===== config.mk =====
export PLATFORM = sky130hd
export DESIGN_NAME = multicycle_ctrl
export DESIGN_NICKNAME = d
export VERILOG_FILES = /design/src/rtl/multicycle_ctrl.sv
export SDC_FILE = /design/constraint.sdc
export NUM_CORES = 1
export LEC_CHECK = 0
export BUFFER_PORTS_ARGS = -buffer_cell sky130_fd_sc_hd__buf_4
export CAP_MARGIN = 20
export CORE_UTILIZATION = 35
export DETAILED_ROUTE_END_ITERATION = 8
export PLACE_DENSITY = 0.87
export SYNTH_ARGS = -nofsm -noshare
export SYNTH_HDL_FRONTEND = slang
export SYNTH_SLANG_ARGS = --single-unit

===== constraint.sdc =====
create_clock -name clk -period 1.85 [get_ports clk]
set_input_delay 0.0925 -clock clk [delete_from_list [all_inputs] [get_ports clk]]
set_output_delay 0.0925 -clock clk [all_outputs]
set_load 0.05 [all_outputs]

===== src/rtl/multicycle_ctrl.sv =====
// Multi-cycle RV64I sequencer: FETCH/DECODE/EXEC/MEM/WB with an illegal-opcode TRAP.
// All control outputs decode combinationally from the state register, inst and the acks.
module multicycle_ctrl (
    input  logic        clk,
    input  logic        rst,
    input  logic [31:0] inst,
    input  logic        br_taken,
    input  logic        imem_ack,
    input  logic        dmem_ack,
    output logic        imem_req,
    output logic        dmem_req,
    output logic        dmem_we,
    output logic        ir_we,
    output logic [2:0]  immgen_op,
    output logic        alu_src_a,
    output logic        alu_src_b,
    output logic        pc_we,
    output logic [1:0]  pc_sel,
    output logic        rf_we,
    output logic [1:0]  wb_sel,
    output logic        retire,
    output logic        illegal,
    output logic [2:0]  state
);

    typedef enum logic [2:0] {
        FETCH  = 3'd0,
        DECODE = 3'd1,
        EXEC   = 3'd2,
        MEM    = 3'd3,
        WB     = 3'd4,
        TRAP   = 3'd5
    } state_t;

    localparam logic [6:0] OP_R      = 7'b0110011;
    localparam logic [6:0] OP_RW     = 7'b0111011;
    localparam logic [6:0] OP_IALU   = 7'b0010011;
    localparam logic [6:0] OP_IW     = 7'b0011011;
    localparam logic [6:0] OP_LOAD   = 7'b0000011;
    localparam logic [6:0] OP_STORE  = 7'b0100011;
    localparam logic [6:0] OP_BRANCH = 7'b1100011;
    localparam logic [6:0] OP_JAL    = 7'b1101111;
    localparam logic [6:0] OP_JALR   = 7'b1100111;
    localparam logic [6:0] OP_LUI    = 7'b0110111;
    localparam logic [6:0] OP_AUIPC  = 7'b0010111;

    state_t state_q, state_d;

    logic       is_legal, is_load, is_store, is_branch, is_jal, is_jalr, is_lui;
    logic [2:0] imm_type;
    logic       src_a, src_b;

    always_comb begin
        is_legal  = 1'b0;
        is_load   = 1'b0;
        is_store  = 1'b0;
        is_branch = 1'b0;
        is_jal    = 1'b0;
        is_jalr   = 1'b0;
        is_lui    = 1'b0;
        imm_type  = 3'b000;
        src_a     = 1'b0;
        src_b     = 1'b0;
        case (inst[6:0])
            OP_R, OP_RW:     is_legal = 1'b1;
            OP_IALU, OP_IW:  begin is_legal = 1'b1; imm_type = 3'b001; src_b = 1'b1; end
            OP_LOAD:         begin is_legal = 1'b1; is_load = 1'b1; imm_type = 3'b001; src_b = 1'b1; end
            OP_STORE:        begin is_legal = 1'b1; is_store = 1'b1; imm_type = 3'b010; src_b = 1'b1; end
            OP_BRANCH:       begin is_legal = 1'b1; is_branch = 1'b1; imm_type = 3'b011; end
            OP_JAL:          begin is_legal = 1'b1; is_jal = 1'b1; imm_type = 3'b101; end
            OP_JALR:         begin is_legal = 1'b1; is_jalr = 1'b1; imm_type = 3'b001; src_b = 1'b1; end
            OP_LUI:          begin is_legal = 1'b1; is_lui = 1'b1; imm_type = 3'b100; end
            OP_AUIPC:        begin is_legal = 1'b1; imm_type = 3'b100; src_a = 1'b1; src_b = 1'b1; end
            default:         is_legal = 1'b0;
        endcase
    end

    always_ff @(posedge clk) begin
        if (rst) state_q <= FETCH;
        else     state_q <= state_d;
    end

    // Reset gates every output so an in-flight request or retire never escapes.
    always_comb begin
        state_d   = state_q;
        imem_req  = 1'b0;
        dmem_req  = 1'b0;
        dmem_we   = 1'b0;
        ir_we     = 1'b0;
        immgen_op = 3'b000;
        alu_src_a = 1'b0;
        alu_src_b = 1'b0;
        pc_we     = 1'b0;
        pc_sel    = 2'b00;
        rf_we     = 1'b0;
        wb_sel    = 2'b00;
        retire    = 1'b0;
        illegal   = 1'b0;
        state     = 3'd0;
        if (!rst) begin
            state = state_q;
            if (state_q != FETCH && state_q != TRAP) begin
                immgen_op = imm_type;
                alu_src_a = src_a;
                alu_src_b = src_b;
            end
            case (state_q)
                FETCH: begin
                    imem_req = 1'b1;
                    if (imem_ack) begin
                        ir_we   = 1'b1;
                        state_d = DECODE;
                    end
                end
                DECODE: state_d = is_legal ? EXEC : TRAP;
                EXEC: begin
                    if (is_load || is_store) begin
                        state_d = MEM;
                    end else if (is_branch) begin
                        pc_we   = 1'b1;
                        pc_sel  = br_taken ? 2'b01 : 2'b00;
                        retire  = 1'b1;
                        state_d = FETCH;
                    end else begin
                        state_d = WB;
                    end
                end
                MEM: begin
                    dmem_req = 1'b1;
                    dmem_we  = is_store;
                    if (dmem_ack) begin
                        if (is_store) begin
                            pc_we   = 1'b1;
                            retire  = 1'b1;
                            state_d = FETCH;
                        end else begin
                            state_d = WB;
                        end
                    end
                end
                WB: begin
                    rf_we   = 1'b1;
                    pc_we   = 1'b1;
                    retire  = 1'b1;
                    wb_sel  = is_load ? 2'b01 : (is_jal || is_jalr) ? 2'b10 : is_lui ? 2'b11 : 2'b00;
                    pc_sel  = is_jal ? 2'b01 : is_jalr ? 2'b10 : 2'b00;
                    state_d = FETCH;
                end
                TRAP:    illegal = 1'b1;
                default: state_d = FETCH;
            endcase
        end
    end

endmodule

* Yosys cells after proc, flatten, opt, wreduce, memory -nomap -nowiden
Cells that the tools add are included.
** Word-level totals
- Flip-flop bits (word level) :: 3
- Input bits :: 37
- Output and inout port bits :: 20
- Word-level logic and storage cells :: 86
** Cells by class
- Equality and inequality tests :: 19
- Mux-type cells :: 55
- Bitwise gates (word level) :: 1
- Reductions and logical operators :: 10
** Operators by type and width (count)
- $mux 1 :: 34
- $pmux 3 s5 :: 2
- $eq 7x6->1 const B :: 4
- $mux 3 :: 9
- $eq 7x5->1 const B :: 3
- $eq 7x7->1 const B :: 3
- $mux 2 :: 8
- $reduce_or 11->1 :: 1
- $eq 7x2->1 const B :: 1
- $eq 3x2->1 const B :: 2
- $eq 3x3->1 const B :: 2
- $reduce_or 6->1 :: 1
- $ne 2x2->1 const B :: 2
- $pmux 2 s2 :: 1
- $reduce_or 4->1 :: 1
- $eq 3x1->1 const B :: 1
- $logic_not 3->1 :: 1
- $ne 3x3->1 const B :: 1
- $pmux 1 s3 :: 1
- $reduce_and 3->1 :: 1
- $reduce_bool 3->1 :: 1
- $logic_or 1x1->1 :: 2
- $reduce_or 2->1 :: 1
- $logic_and 1x1->1 :: 1
- $not 1->1 :: 1

* Depth between registers and ports, before layout
Gate-level depths: netlist of the first run.
- Word-level depth :: 7
- Gate-level depth with buffers :: 6
- Depth with buffers taken out :: 5

* Worst setup path after synthesis of the first run
Ideal clock, no wire load.
- Path type :: flip-flop to output port
- Start point :: register state_q[0]
- End point :: output ir_we
- Data arrival time :: 2696 ps
- Data required time :: 1757 ps
- Setup slack :: -939 ps
- Stages on the path, launching flop included :: 4
- Buffers on the path :: 1
- Path through :: dfxtp_1 buf_2 nor4_1 and2_1
** Between the ends
- Longest elaborated chain between the ends :: 3
** Ends and longest elaborated chain
- start, declared :: line 47 : state_t state_q, state_d;
- start signal, assigned :: line 80 : else state_q <= state_d;
- $logic_not 3->1 :: line 107 : case (state_q)
- $mux 1 :: line 107
- $mux 1 :: line 100 : if (!rst) begin
- end, declared :: line 13 : output logic ir_we,
No other way between the ends.

* Worst setup path after layout of the first run
- Start point :: register state_q[2]
- End point :: output pc_sel[1]
** Between the ends
- Longest elaborated chain between the ends :: 3
- Elaborated cells on any way between the ends :: 4
- Classes of those cells :: 2 x eq/ne; 2 x mux
** Ends and longest elaborated chain
- $eq 3x3->1 / $eq 3x2->1 (equally long branches) :: line 107
- $pmux 2 s2 * :: line 107
- $mux 2 * :: line 100
- end, declared :: line 18 : output logic [1:0] pc_sel,
Mark *: on every way between the ends. The rest lies on a longest branch, timed or not.

==> impl_metrics.env, run 1 <==
export IMPL_min_path_type="in -> reg"
export IMPL_r2r_end="state_q[2]"
export IMPL_ctsHoldBuffers=0
export IMPL_ys_types=38
export IMPL_finalSetupViolations=0
export IMPL_grt_max_degree=13
export IMPL_crit_required_ns=1.76
export IMPL_critical_path_top_delay_family="simple AND/OR/NAND/NOR gates"
export IMPL_dieHeight_um=43.08
export IMPL_rsz0062_at_grt="no"
export IMPL_start_kind="flip-flop"
export IMPL_synth_seq_cells=3
export IMPL_rows=14
export IMPL_busiest_layer="met2"
export IMPL_synth_edff_count=0
export IMPL_root_buffer="clkbuf_4"
export IMPL_crit_buf_inv=1
export IMPL_htree_levels=1
export IMPL_finish_utilization_pct=61.53
export IMPL_cap_violations=0
export IMPL_path_depth=4
export IMPL_critPathKind="reg -> out"
export IMPL_cp_slowest_cell="or3_1"
export IMPL_ioPinCount=57
export IMPL_worstPathCellList="nand2b_1, or3_1, nor4_4, buf_4"
export IMPL_dieArea_mm2=0.001855
export IMPL_r2r_setup_slack_ns=0.49
export IMPL_grt_first_pass_wirelength_um=2532
export IMPL_timing_final_crit_share_pct=92.99
export IMPL_largest_reg_flops=3
export IMPL_clockBufferDepth=2
export IMPL_drc=0
export IMPL_drtAntennaViolNets=0
export IMPL_first_pass_iters=4
export IMPL_setup_ws_ns=0.1296
export IMPL_ir_drop_uv=380.2
export IMPL_path_max_fanout=8
export IMPL_leakage_nw=0.3938
export IMPL_cts_clk_slew_worst_paths_ns=0.04
export IMPL_antenna_found_initial=0
export IMPL_fmax_mhz=581.3
export IMPL_core_area_mm2=0.001541
export IMPL_syn_nets=124
export IMPL_fin_crit_ns=1.720
export IMPL_final_hold_viol_count=0
export IMPL_drive_gt1_share_pct=47.11
export IMPL_cp_startpoint="state_q[2]"
export IMPL_finalClockSkew_ns=0.0004139
export IMPL_cts_buffers=3
export IMPL_tns_ns=0
export IMPL_syn2layout_area_growth_pct=60.59
export IMPL_rr_worst_depth=3
export IMPL_drv_slew=0
export IMPL_cts_setup_buffers=0
export IMPL_cp_arrival_ns=1.63
export IMPL_diodes=0
export IMPL_port_buffers=31
export IMPL_power_density_mw_per_mm2=447.5
export IMPL_syn_area_um2=590.6
export IMPL_tightest_slew_ns=0.5152
export IMPL_wl_per_cell_um=11.74
export IMPL_cts_resized_gates=0
export IMPL_die_w_um=43.08
export IMPL_gp_congestion=0.8749
export IMPL_synth_ff_type="dfxtp_1"
export IMPL_start_util_pct=38.31
export IMPL_syn_inst=87
export IMPL_reg2reg_from="state_q[0]"
export IMPL_cts_tree="yes"
export IMPL_use_met1_pct=19.13
export IMPL_synthArstFlopShare_pct=0
export IMPL_cts_num_sinks=3
export IMPL_crit_end="pc_sel[1]"
export IMPL_drtIter0Drc=14
export IMPL_slew_headroom_pct=65.22
export IMPL_dpl_worst_slack_ns=0.2533
export IMPL_cpPeakStageDelay_ns=0.43
export IMPL_wirelength_um=1608
export IMPL_crit_path_end_kind="output port"
export IMPL_grt_pass1_vias=635
export IMPL_grt_remaining_overflow=0
export IMPL_synth_warnings=0
export IMPL_grt_use_met3_pct=2.553
export IMPL_vias=741
export IMPL_clk_latency_ns=0.24
export IMPL_final_nets=159
export IMPL_post_drt_via_cell_ratio=5.409
export IMPL_grt_use_met2_pct=32.42
export IMPL_regMostFlops="state_q"
export IMPL_dp_hpwl_um=1290
export IMPL_track_usage_pct=17.62
export IMPL_yosysSeqAreaShare_pct=10.17
export IMPL_syn_avg_cell_area_um2=6.788
export IMPL_top_regs="state_q x3"
export IMPL_outcome="completed"
==> per-stage QoR <==
stage | cells | hold slack [ns] | total power, mW | instance area, um^2
after floorplan | 87 | 0.2870 | 0.2366 | 661.9
after global placement | 133 | 0.3554 | 0.3005 | 919.6
after detailed placement | 133 | 0.3610 | 0.3044 | 919.6
after CTS | 137 | 0.1037 | 0.4303 | 945.9
after global routing | 137 | 0.1057 | 0.4557 | 948.4
final | 137 | 0.1089 | 0.4244 | 948.4
==> where the power goes <==
group | internal, mW | total (mW) | leakage (nW) | switching [mW]
combinational | 0.0865 | 0.224 | 0.353 | 0.138
clock | 0.0812 | 0.121 | 0.0150 | 0.0400
sequential | 0.0706 | 0.0791 | 0.0255 | 0.00849
total | 0.238 | 0.424 | 0.394 | 0.186
==> cells in the final DEF (no fill, tap or decap), types with 3 or more instances in the layout <==
| cell | netlist | layout |
|---|---|---|
| nand2_1 | 6 | 6 |
| nor3_1 | 8 | 4 |
| a21oi_2 | 1 | 3 |
| nand2b_1 | 12 | 12 |
| nor3_2 | 0 | 4 |
| nor2_1 | 7 | 7 |
| clkbuf_4 | 0 | 3 |
| buf_4 | 1 | 36 |
| inv_1 | 5 | 5 |
==> routing by layer <==
layer,share of wire (%),routed length (um),up-vias
met5,0,0,-
met4,1.1,17,0
met3,5.2,84,2
met2,51,828,25
met1,42,677,327
li1,-,-,387
==> how the worst min path moves through the flow <==
stage	from	end	cells after the start
after floorplan	inst[5]	alu_src_a	1
after global placement	rst	state_q[0]	2
after detailed placement	rst	state_q[0]	2
after CTS	rst	state_q[0]	2
after global routing	rst	state_q[0]	2
final	rst	state_q[0]	2
==> synth_stat cells, types with 2 or more instances <==
library cell / count / area (um^2)
inv_1: 5 / 18.77
dfxtp_1: 3 / 60.06
nand2b_1: 12 / 75.07
a21oi_1: 4 / 20.02
nor4_1: 4 / 25.02
nor2_1: 7 / 26.28
nor3_1: 8 / 40.04
nand2_1: 6 / 22.52
buf_2: 2 / 10.01
nor2b_1: 2 / 12.51
nand3_1: 2 / 10.01
o22a_1: 2 / 17.52
clkbuf_1: 3 / 11.26
o21bai_1: 2 / 15.01
a31oi_1: 2 / 12.51
==> cell type report <==
cell class / instances / area (um^2)
well taps: 16 / 20.02
clock buffers: 4 / 26.28
multi-input cells: 73 / 550.5
repair buffers: 36 / 270.3
inverters: 5 / 18.77
fillers: 146 / 593.1
flip-flops and latches: 3 / 62.56
==> logic make-up (layout without fill, tap and decap cells) <==
family / after synthesis / in the layout / share of synthesized area, %
AO/OA/AOI/OAI: 21 / 21 / 27.12
XOR/XNOR: 1 / 1 / 1.483
adder cells (fa/ha/maj): 1 / 1 / 1.695
buffers and inverters: 11 / 45 / 8.052
flip-flops: 3 / 3 / 10.17
AND/OR/NAND/NOR: 50 / 50 / 51.49
(Power assumes the default switching activity.)
==> run 2, diff against run 1 <==
CTS_BUF_LIST = sky130_fd_sc_hd__clkbuf_16   (was not set)
==> run 2 against run 1 <==
Total power grew 52%. Highest routed layer unchanged. Clock power grew to 2.8 times the previous value. Final area grew 5.5%. Sequential share of layout area fell by 0.35 points. Combinational power hardly changed. Flip-flop and latch count stayed put. Die area unchanged. Largest power group is now clock. Via count unchanged. Hold slack improved by 0.016 ns.
==> impl_metrics.env, run 2 (synthesis gave the netlist of run 1 again) <==
export IMPL_outcome="completed"
export IMPL_antenna_found_initial=0
export IMPL_first_pass_iters=4
export IMPL_drv_slew=0
export IMPL_cts_num_sinks=3
export IMPL_timing_final_crit_share_pct=92.08
export IMPL_cp_arrival_ns=1.61
export IMPL_drc=0
export IMPL_final_common_cell="buf_4"
export IMPL_drtAntennaViolNets=0
export IMPL_port_buffers=31
export IMPL_place_area_um2=919.6
export IMPL_gp_congestion=0.8749
export IMPL_finalSetupViolations=0
export IMPL_tns_ns=0
export IMPL_post_drt_via_cell_ratio=5.409
export IMPL_fin_hold_ws_ns=0.1253
export IMPL_rows=14
export IMPL_fmax_mhz=587.0
export IMPL_cts_clk_slew_worst_paths_ns=0.03
export IMPL_final_nets=159
export IMPL_min_path_cells=2
export IMPL_start_kind="flip-flop"
export IMPL_die_w_um=43.08
export IMPL_cts_buffers=3
export IMPL_min_path_type="in -> reg"
export IMPL_cts_resized_gates=0
export IMPL_critPathKind="reg -> out"
export IMPL_htree_levels=1
export IMPL_fillers=143
export IMPL_path_max_fanout=8
export IMPL_rsz0062_at_grt="no"
export IMPL_root_buffer="clkbuf_16"
export IMPL_cts_tree="yes"
export IMPL_cap_violations=0
export IMPL_dieHeight_um=43.08
export IMPL_cts_setup_buffers=0
export IMPL_clockBufferDepth=2
export IMPL_dieArea_mm2=0.001855
export IMPL_regMostFlops="state_q"
export IMPL_core_area_mm2=0.001541
export IMPL_clk_latency_ns=0.23
export IMPL_final_hold_viol_count=0
export IMPL_diodes=0
export IMPL_final_cell_mix="buf_4, nand2b_1, nor2_1"
export IMPL_slew_headroom_pct=65.12
export IMPL_syn2layout_area_growth_pct=69.49
export IMPL_ctsHoldBuffers=0
export IMPL_leakage_nw=0.4211
export IMPL_ioPinCount=57
export IMPL_vias=741
export IMPL_fin_crit_ns=1.703
export IMPL_finalClockSkew_ns=0.001495
export IMPL_dp_hpwl_um=1290
export IMPL_start_util_pct=38.31
export IMPL_crit_required_ns=1.76
export IMPL_design_power_total_mw=0.6465
export IMPL_wl_per_cell_um=11.87
export IMPL_drive_gt1_share_pct=47.11
export IMPL_ir_drop_uv=736.3
export IMPL_grt_remaining_overflow=0
export IMPL_rr_worst_depth=3
export IMPL_top_regs="state_q x3"
export IMPL_wirelength_um=1626
export IMPL_crit_path_end_kind="output port"
export IMPL_grt_first_pass_wirelength_um=2559
export IMPL_drtIter0Drc=14
export IMPL_grt_max_degree=13
export IMPL_grt_pass1_vias=638
export IMPL_power_density_mw_per_mm2=645.9
export IMPL_largest_reg_flops=3
export IMPL_fin_area_mm2=0.001001
export IMPL_track_usage_pct=18.06
export IMPL_tightest_slew_ns=0.5167
==> run 2: changes by cell type in the layout (fill, tap and decap cells not counted), sizes merged <==
cell and change:
inv +1, clkbuf -1
==> run 2: final timing paths <==
path	from	end	slack (ns)
setup / recovery	state_q[2]	pc_sel[1]	0.15
hold reg to reg	state_q[2]	state_q[1]	0.53
setup reg to reg	state_q[0]	state_q[2]	0.49
hold / removal	rst	state_q[0]	0.13
==> run 2: power by group <==
| group | total [mW] | internal, mW | leakage, nW | switching (mW) |
|---|---|---|---|---|
| Clock | 0.343 | 0.279 | 0.0423 | 0.0640 |
| Sequential | 0.0792 | 0.0708 | 0.0255 | 0.00849 |
| Combinational | 0.224 | 0.0865 | 0.353 | 0.138 |
| Total | 0.647 | 0.436 | 0.421 | 0.210 |
==> run 2: final cells by class <==
class                           count  area, um^2  area share [%]
Clock buffer                        3       75.07           7.500
Clock inverter                      1       3.754          0.3750
Inverter                            5       18.77           1.875
Multi-Input combinational cell     73       550.5           55.00
Sequential cell                     3       62.56           6.250
Tap cell                           16       20.02           2.000
Timing Repair Buffer               36       270.3           27.00
==> run 2: critical path, cell delays in order (launching register included) <==
cell and delay, ns:
dfxtp_2 0.38, nand2b_1 0.11, or3_1 0.43, nor4_4 0.23
buf_4 0.23
==> run 2: stage by stage <==
step / utilization (%) / std cells / setup WS, ns
after floorplan: - / 87 / -0.3190
after global placement: 59.66 / 133 / 0.2638
after detailed placement: 59.66 / 133 / 0.2533
after CTS: 64.77 / 137 / 0.03850
after global routing: 64.94 / 137 / 0.06147
final: 64.94 / 137 / 0.1465
==> run 2: metal layers <==
metal,track usage [%],up-vias,routed length [um],share of wire [%]
met5,0,-,0,0
met4,10.91,0,35,2.2
met3,2.553,4,97,6.0
met2,32.73,26,815,50
met1,19.39,325,678,42
li1,-,386,-,-
